**config.mk**
```make
export PLATFORM = sky130hd
export DESIGN_NAME = rr_arbiter_8
export DESIGN_NICKNAME = d
export VERILOG_FILES = /design/src/rtl/rr_arbiter_8_pkg.sv /design/src/rtl/encoder_8_2_3.sv /design/src/rtl/rr_arbiter_8.sv
export SDC_FILE = /design/constraint.sdc
export NUM_CORES = 1
export LEC_CHECK = 0
export CAP_MARGIN = 10
export CORE_MARGIN = 8
export CORE_UTILIZATION = 30
export DETAILED_ROUTE_END_ITERATION = 7
export GPL_TIMING_DRIVEN = 0
export HOLD_SLACK_MARGIN = 0.02
export PLACE_DENSITY = 0.56
export SLEW_MARGIN = 20
export SYNTH_ARGS = -nofsm -noshare
export SYNTH_HDL_FRONTEND = slang
export SYNTH_SLANG_ARGS = --single-unit
```
**constraint.sdc**
```tcl
create_clock -name clk -period 6.35 [get_ports clk]
set_clock_uncertainty 0.05 [all_clocks]
set_input_delay 0.9525 -clock clk [delete_from_list [all_inputs] [get_ports clk]]
set_output_delay 0.9525 -clock clk [all_outputs]
set_load 0.02 [all_outputs]
```
**src/rtl/rr_arbiter_8_pkg.sv**
```systemverilog
// rr_arbiter_8_pkg
//   Shared definitions for the 8-requester round-robin arbiter:
//   requester count and index width, the FSM state encoding, and the
//   rotating-priority search helpers used by the arbiter core.
package rr_arbiter_8_pkg;

  localparam int N_REQ = 8;
  localparam int IDX_W = 3;

  typedef enum logic {
    IDLE = 1'b0,
    OWN  = 1'b1
  } state_t;

  // Rotating-priority search. The scan starts one slot past last_idx,
  // ascends and wraps 7->0. The index arithmetic deliberately overflows
  // at IDX_W bits to get the modulo-8 rotation for free. The final step
  // (i == N_REQ) lands back on last_idx, so a lone requester that owned
  // the previous grant can still win. Returns a one-hot vector, or zero.
  function automatic logic [N_REQ-1:0] next_rr_winner(
    input logic [N_REQ-1:0] vec,
    input logic [IDX_W-1:0] last_idx
  );
    logic [N_REQ-1:0] result;
    logic [IDX_W-1:0] idx;
    logic             found;
    result = '0;
    found  = 1'b0;
    for (int i = 1; i <= N_REQ; i++) begin
      idx = last_idx + IDX_W'(i);
      if (!found && vec[idx]) begin
        result[idx] = 1'b1;
        found       = 1'b1;
      end
    end
    return result;
  endfunction

  // Index of a one-hot vector. Used only on next_rr_winner's output, which
  // is guaranteed one-hot or zero, so OR-ing the indices is exact.
  function automatic logic [IDX_W-1:0] onehot_to_idx(
    input logic [N_REQ-1:0] vec
  );
    logic [IDX_W-1:0] result;
    result = '0;
    for (int i = 0; i < N_REQ; i++) begin
      if (vec[i]) begin
        result = result | IDX_W'(i);
      end
    end
    return result;
  endfunction

endpackage

```
**src/rtl/encoder_8_2_3.sv**
```systemverilog
// encoder_8_2_3
//   8-to-3 one-hot encoder. Purely combinational.
//   Ports:
//     onehot  in  8  one-hot (or all-zero) vector
//     idx     out 3  index of the set bit; 3'b000 when onehot is zero
//   Each output bit is the OR of the input bits whose position has that
//   bit set. This is exact only for one-hot input, which is what the
//   arbiter guarantees.
module encoder_8_2_3
  import rr_arbiter_8_pkg::*;
(
  input  logic [N_REQ-1:0] onehot,
  output logic [IDX_W-1:0] idx
);

  logic [IDX_W-1:0][N_REQ-1:0] sel;

  genvar gi, gj;
  generate
    for (gi = 0; gi < IDX_W; gi++) begin : g_bit
      for (gj = 0; gj < N_REQ; gj++) begin : g_src
        if (((gj >> gi) & 1) != 0) begin : g_on
          assign sel[gi][gj] = onehot[gj];
        end else begin : g_off
          assign sel[gi][gj] = 1'b0;
        end
      end
      assign idx[gi] = |sel[gi];
    end
  endgenerate

endmodule

```
**src/rtl/rr_arbiter_8.sv**
```systemverilog
// rr_arbiter_8
//   Round-robin arbiter sharing one resource among 8 requesters. The
//   grant is registered and one-hot. An owner keeps the grant until it
//   drops its request, or until HOLD_MAX consecutive cycles have elapsed.
//   Ownership then passes straight to the next requester in rotation,
//   with no idle bubble.
//   Parameters:
//     HOLD_MAX      max consecutive owned cycles (0 = unlimited, 0..255)
//   Ports:
//     clk           in   1  clock, rising edge
//     rst_n         in   1  asynchronous active-low reset
//     arb_en        in   1  allow new grants (current ownership unaffected)
//     req           in   8  level requests
//     gnt           out  8  registered one-hot grant, or zero
//     gnt_idx       out  3  encoded index of gnt (0 when gnt is zero)
//     gnt_valid     out  1  registered, gnt non-zero
//     hold_expired  out  1  pulse in the cycle after a forced withdrawal
module rr_arbiter_8
  import rr_arbiter_8_pkg::*;
#(
  parameter int HOLD_MAX = 16
) (
  input  logic             clk,
  input  logic             rst_n,
  input  logic             arb_en,
  input  logic [N_REQ-1:0] req,
  output logic [N_REQ-1:0] gnt,
  output logic [IDX_W-1:0] gnt_idx,
  output logic             gnt_valid,
  output logic             hold_expired
);

  localparam logic [7:0] HOLD_LIM = 8'(HOLD_MAX);
  localparam bit         LIMIT_ON = (HOLD_MAX != 0);
  // With no limit, the counter parks at its top value instead of wrapping.
  localparam logic [7:0] CNT_SAT  = LIMIT_ON ? HOLD_LIM : 8'hFF;

  state_t           state_reg, state_next;
  logic [N_REQ-1:0] gnt_reg, gnt_next;
  logic [IDX_W-1:0] last_idx_reg, last_idx_next;
  logic [7:0]       cnt_reg, cnt_next;
  logic             gnt_valid_reg, gnt_valid_next;
  logic             hold_expired_reg, hold_expired_next;

  logic             owner_req;
  logic             timeout;
  logic [N_REQ-1:0] elig;
  logic [N_REQ-1:0] winner;

  always_comb begin
    owner_req = |(req & gnt_reg);
    timeout   = LIMIT_ON && (state_reg == OWN) && owner_req &&
                (cnt_reg == HOLD_LIM);

    // arb_en gates only new grants. The owner's bit is masked on timeout,
    // so the handover can't hand the grant straight back to it. On release
    // its bit is already low in req.
    elig = arb_en ? req : '0;
    if (timeout) begin
      elig = elig & ~gnt_reg;
    end
    winner = next_rr_winner(elig, last_idx_reg);

    state_next        = state_reg;
    gnt_next          = gnt_reg;
    last_idx_next     = last_idx_reg;
    cnt_next          = cnt_reg;
    hold_expired_next = 1'b0;

    case (state_reg)
      IDLE: begin
        if (|winner) begin
          state_next    = OWN;
          gnt_next      = winner;
          last_idx_next = onehot_to_idx(winner);
          cnt_next      = 8'd1;
        end
      end
      OWN: begin
        if (owner_req && !timeout) begin
          if (cnt_reg != CNT_SAT) begin
            cnt_next = cnt_reg + 8'd1;
          end
        end else begin
          // Release or forced withdrawal: re-arbitrate on this same edge.
          hold_expired_next = timeout;
          if (|winner) begin
            gnt_next      = winner;
            last_idx_next = onehot_to_idx(winner);
            cnt_next      = 8'd1;
          end else begin
            state_next = IDLE;
            gnt_next   = '0;
            cnt_next   = 8'd0;
          end
        end
      end
      default: begin
        state_next = IDLE;
        gnt_next   = '0;
        cnt_next   = 8'd0;
      end
    endcase

    gnt_valid_next = (state_next == OWN);
  end

  always_ff @(posedge clk or negedge rst_n) begin
    if (!rst_n) begin
      state_reg        <= IDLE;
      gnt_reg          <= '0;
      last_idx_reg     <= 3'd7;  // requester 0 is first in line after reset
      cnt_reg          <= 8'd0;
      gnt_valid_reg    <= 1'b0;
      hold_expired_reg <= 1'b0;
    end else begin
      state_reg        <= state_next;
      gnt_reg          <= gnt_next;
      last_idx_reg     <= last_idx_next;
      cnt_reg          <= cnt_next;
      gnt_valid_reg    <= gnt_valid_next;
      hold_expired_reg <= hold_expired_next;
    end
  end

  assign gnt          = gnt_reg;
  assign gnt_valid    = gnt_valid_reg;
  assign hold_expired = hold_expired_reg;

  encoder_8_2_3 u_enc (
    .onehot (gnt_reg),
    .idx    (gnt_idx)
  );

endmodule
```
* Yosys cells after proc, flatten, opt, wreduce, memory -nomap -nowiden
Cells that the tools add are included.
** Operators by class
- Reductions and logical operators :: 33
- Multiply operators :: 0
- Shift-type cells :: 0
- Multiplexer cells :: 73
- $add $sub $neg :: 8
- $lt $le $gt $ge :: 16
- Eq/ne operators :: 5
- Divide/modulo/power cells :: 0
- Bitwise logic cells :: 11
** Operators with widths (number)
- 8-bit 2-to-1 mux :: 16
- 8-bit bitwise OR :: 7
- 3-bit by 4-bit < comparator with 1-bit output (second input constant) :: 8
- 8-bit case mux with 2 select lines :: 2
- 1-bit 2-to-1 mux :: 29
- 1-bit binary-select mux with 3-bit select :: 8
- 1-bit demux with 3-bit select :: 8
- 3-bit by 1-bit >= comparator with 1-bit output (second input constant) :: 8
- 1-bit logical AND :: 18
- 3-bit 2-to-1 mux :: 6
- 8-bit bitwise AND :: 2
- 8-bit OR reduction :: 2
- 3-bit adder (second input constant) :: 4
- 4-bit OR reduction :: 3
- 8-bit by 1-bit adder with 8-bit output (second input constant) :: 1
- 8-bit by 5-bit == test with 1-bit output (second input constant) :: 1
- 1-bit logical NOT :: 8
- 8-bit by 5-bit != test with 1-bit output (second input constant) :: 1
- 8-bit inverter :: 1
- 3-bit by 2-bit adder with 3-bit output (second input constant) :: 2
- 3-bit case mux with 2 select lines :: 1
- 2-bit 2-to-1 mux :: 2
- 2-bit != test (second input constant) :: 2
- 2-bit AND reduction :: 2
- other kinds (4) :: 4
** Storage, ports and cells
- Input bits :: 11
- Output and inout port bits :: 13
- Bits in writable memories :: 0
- Memories :: 0
- Bits in registers :: 21
- Word-level logic and storage cells :: 151
- Latch bits :: 0
- Bits in read-only memories :: 0

* Depth between registers and ports, before layout
- Depth in word-level cells :: 39
- Mapped depth :: 16
- Mapped depth without buffers :: 13

* Hierarchy
Synthesis repeated with hierarchy kept, for this count alone.
** Second synthesis, totals
- Cells, all modules :: 340
- Area, all modules :: 2697.6 µm²
** By module, submodules not included
- rr_arbiter_8 :: cells each 337, area each 2675.1 µm², instances 1, seq. area each 529.3 µm²
- encoder_8_2_3 :: cells each 3, area each 22.5 µm², instances 1, seq. area each 0.0 µm²

* Worst setup path after synthesis
Ideal clock, no wire load.
- Path kind :: input to register
- From :: input port req[5]
- To :: register gnt_reg[7] (netlist: gnt[7])
- Buffers on the path :: 2
- Data arrival time :: 4540 ps
- Stages :: 13
- Required time :: 6175 ps
- Path slack :: 1635 ps
- Setup time :: 125 ps
- Cell sequence :: a22o_1 o41a_1 buf_6 a31oi_1 a22oi_1 mux4_2 and4_4 buf_6 a32o_1 a41oi_2 nand4_4 o31ai_4 mux2_4
** Between the ends
- Cells in the longest elaborated chain, start to end :: 33
- Elaborated cells between the ends (all ways) :: 69
- Classes of those cells :: eq/ne (2); mux (37); bitwise (9); reduce/logical (21)
** Ends and longest elaborated chain
- from (decl) :: RTL line rr_arbiter_8.sv:26 : input logic [N_REQ-1:0] req,
- 8-bit bitwise AND :: RTL line rr_arbiter_8.sv:51 : owner_req = |(req & gnt_reg);
- 8-bit OR reduction :: RTL line rr_arbiter_8.sv:51
- 1-bit logical AND (2 in a row) :: RTL line rr_arbiter_8.sv:52 : timeout = LIMIT_ON && (state_reg == OWN) && owner_req &&
- 8-bit 2-to-1 mux :: RTL line rr_arbiter_8.sv:59 : if (timeout) begin
- 1-bit binary-select mux with 3-bit select :: RTL line rr_arbiter_8_pkg.sv:31 : if (!found && vec[idx]) begin
- 1-bit 2-to-1 mux (implied by the code) :: RTL line rr_arbiter_8_pkg.sv:31
- 1-bit 2-to-1 mux :: RTL line rr_arbiter_8_pkg.sv:31
- 1-bit logical NOT :: RTL line rr_arbiter_8_pkg.sv:31
- [... 16 more ...]
- 1-bit 2-to-1 mux :: RTL line rr_arbiter_8_pkg.sv:31
- 1-bit logical NOT :: RTL line rr_arbiter_8_pkg.sv:31
- 1-bit logical AND :: RTL line rr_arbiter_8_pkg.sv:31
- 8-bit 2-to-1 mux :: RTL line rr_arbiter_8_pkg.sv:31
- 8-bit OR reduction :: RTL line rr_arbiter_8.sv:72, rr_arbiter_8.sv:87
- 8-bit 2-to-1 mux :: RTL line rr_arbiter_8.sv:87 : if (|winner) begin
- 8-bit 2-to-1 mux :: RTL line rr_arbiter_8.sv:80 : if (owner_req && !timeout) begin
- 8-bit case mux with 2 select lines :: RTL line rr_arbiter_8.sv:70 : case (state_reg)
- to (signal assigned) :: RTL line rr_arbiter_8.sv:118 : gnt_reg <= gnt_next;
- to (decl) :: RTL line rr_arbiter_8.sv:39 : logic [N_REQ-1:0] gnt_reg, gnt_next;
Several ways; a longest one is shown, not always the timed one. The select of a mux whose other input is x is not followed.
A chain may end at the register's enable or synchronous reset.

* Worst setup path in the final report
- From :: input port req[6]
- To :: register gnt_reg[7] (netlist: gnt[7])
The elaborated chain is that of the path after synthesis.

==> out/qor.yml <==
status: "completed"
holdCritPathClass: "flip-flop to flip-flop"
cts_tree: "built"
crit_path_start_kind: "primary input"
rsz0062_at_grt: "no"
nets: 374
fin_hold_ws_ns: 0.4648
die_area_um2: 12720
crit_fanout: 10
ant_nets: 0
clock-root-buffer: "clkbuf_8"
synth-xor-area-share_pct: 1.559
worst_setup_path_end_kind: "flip-flop"
synth_fa_ha_area_share_pct: 3.563
cts_buffers: 3
synth_top_family_by_area: "compound AO/OA/AOI/OAI gates"
port_buffers: 22
grt_pass1_wl_um: 15480
n_antenna_cell: 0
grt_pass1_vias: 2905
maxSlewHeadroom_pct: 43.83
place_ws_ns: 0.3495
grt_max_degree: 22
ff_latch_area_um2: 529.3
cts_setup_buffers: 0
syn-num-nets: 347
route.detailed.drc: 0
grt_usage_pct: 14.76
drt_wl_total_um: 9457
clockBufferDepth: 2
tns_ns: 0
core_area_um2: 9153
syn_area_um2: 2809
required_ns: 6.45
ys_warn_count: 0
start_util_pct: 30.69
worstPathArrival_ns: 5.95
ys.flop_type: "dfrtp_1"
async_reset_ff_share_pct: 100.0
die-height_um: 112.8
setup_slack_ns: 0.5011
slew_violations: 0
ios: 24
syn_area_per_cell_um2: 8.564
synth_enable_flop_cells: 0
cap_viol_max_count: 0
crit_path_start: "req[6]"
r2r-start: "last_idx_reg[0]$_DFFE_PN1P_"
area.growth.synth_to_final_pct: 14.21
synthCells: 328
antenna_found_initial: 0
htree_levels: 1
dr_total_vias: 2944
synth_compound_area_share_pct: 38.98
hold_violations: 0
vias_per_cell: 6.331
finalSetupViolCount: 0
synth.distinct_cells: 81
drtIter0Drc: 277
multi_input_area_um2: 2112
grt_overflow: 0
synth_seq_cells: 21
ys_seq_area_share_pct: 18.84
synthMuxAreaShare_pct: 6.192
fin_crit_ns: 5.849
rows: 35
mostFrequentLayoutCells: "nand2_1, nor2_1, clkdlybuf4s50_1"
fp.dieW_um: 112.8
dr.pass1.iters: 4
synth-simple-area-share_pct: 24.90
path_clk_slew_ns: 0.08
gp_congestion: 0.9044
final_common_cell: "nand2_1"
hold_start: "cnt_reg[7]$_DFFE_PN0P_"
fill_cells: 944
hold_buffers: 0
critical_path_class: "primary input to flip-flop"
cts_resized: 0
layout-drive-gt1-share_pct: 12.99
max_freq_mhz: 171.0
clock_latency_ns: 0.26
clock-sinks: 21
post-route-period-util_pct: 92.11
wl_per_cell_um: 20.34
hpwl_um: 7206
worstMarginPinSlew_ns: 0.8396
routing by layer:
metal | vias up | share of wire, % | global-route usage, %
li1 | 1386 | - | -
met1 | 1428 | 45 | 19.94
met2 | 118 | 47 | 24.10
met3 | 12 | 6.0 | 2.130
met4 | 0 | 1.6 | 3.597
met5 | - | 0 | 0
area by class of cell:
type	instances	area share, %
Inverter	17	1.989
Timing Repair Buffer	22	6.708
Clock buffer	4	1.404
Tap cell	111	4.329
Sequential cell	21	16.50
Buffer	22	3.237
Multi-Input combinational cell	268	65.83
synth_stat cells, types with 5 or more instances:
| cell | count | share of area [%] |
|---|---|---|
| and4_1 | 5 | 1.6 |
| inv_1 | 17 | 2.3 |
| nand3_1 | 12 | 2.1 |
| mux2_4 | 5 | 2.7 |
| a221oi_1 | 8 | 2.5 |
| nand2_1 | 26 | 3.5 |
| o21ai_0 | 8 | 1.4 |
| nor2b_1 | 5 | 1.1 |
| dfrtp_1 | 18 | 16 |
| a32o_1 | 7 | 2.5 |
| a31oi_1 | 7 | 1.6 |
| nand4_1 | 6 | 1.3 |
| ha_1 | 8 | 3.6 |
| or4_1 | 6 | 1.6 |
| a22oi_1 | 7 | 1.9 |
| nor2_1 | 21 | 2.8 |
| clkbuf_1 | 12 | 1.6 |
| a22o_1 | 11 | 3.4 |
| nor3_1 | 9 | 1.6 |
| and3_1 | 9 | 2.0 |
| buf_2 | 5 | 0.89 |
critical path, stage by stage:
cell and delay (ns):
clkdlybuf4s50_1 0.52, a22o_1 0.28, o41a_1 0.48, buf_6 0.17
a31oi_1 0.57, a221oi_1 0.16, nor4_1 0.53, buf_2 0.32
nor4b_1 0.08, o41ai_1 0.50, and3_1 0.34, nand4_4 0.19
o31ai_4 0.50, mux2_4 0.34
per-stage QoR:
| step | cells | instance area (um^2) | util [%] |
|---|---|---|---|
| CTS | 465 | 3213 | 35.11 |
| global route | 465 | 3208 | 35.05 |
| floorplan | 328 | 2809 | - |
| detailed placement | 461 | 3168 | 34.61 |
| finish | 465 | 3208 | 35.05 |
| global placement | 461 | 3168 | 34.61 |
cells by family (layout without fill, tap and decap cells):
kind of cell	Yosys count	in the layout
muxes	11	11
buffers and inverters	39	65
adders and majority gates	8	8
and+or+nand+nor	122	122
DFF	21	21
AOI/OAI and AO/OA	122	122
xor gates and xnor gates	5	5
path summary, 6_finish.rpt:
check / end / slack, ns / depth (start not counted)
setup / recovery: gnt[7]$_DFFE_PN0P_ / 0.50 / 14
min in group asynchronous: cnt_reg[0]$_DFFE_PN0P_ / 0.60 / 1
setup reg to reg: gnt[7]$_DFFE_PN0P_ / 0.89 / 16
max in group asynchronous: last_idx_reg[2]$_DFFE_PN1P_ / 5.30 / 1
hold reg to reg: cnt_reg[7]$_DFFE_PN0P_ / 0.46 / 1
hold / removal: cnt_reg[7]$_DFFE_PN0P_ / 0.46 / 1
Power is not shown: default switching activity piles up to over one toggle a cycle in this logic, so the estimate is an artifact.
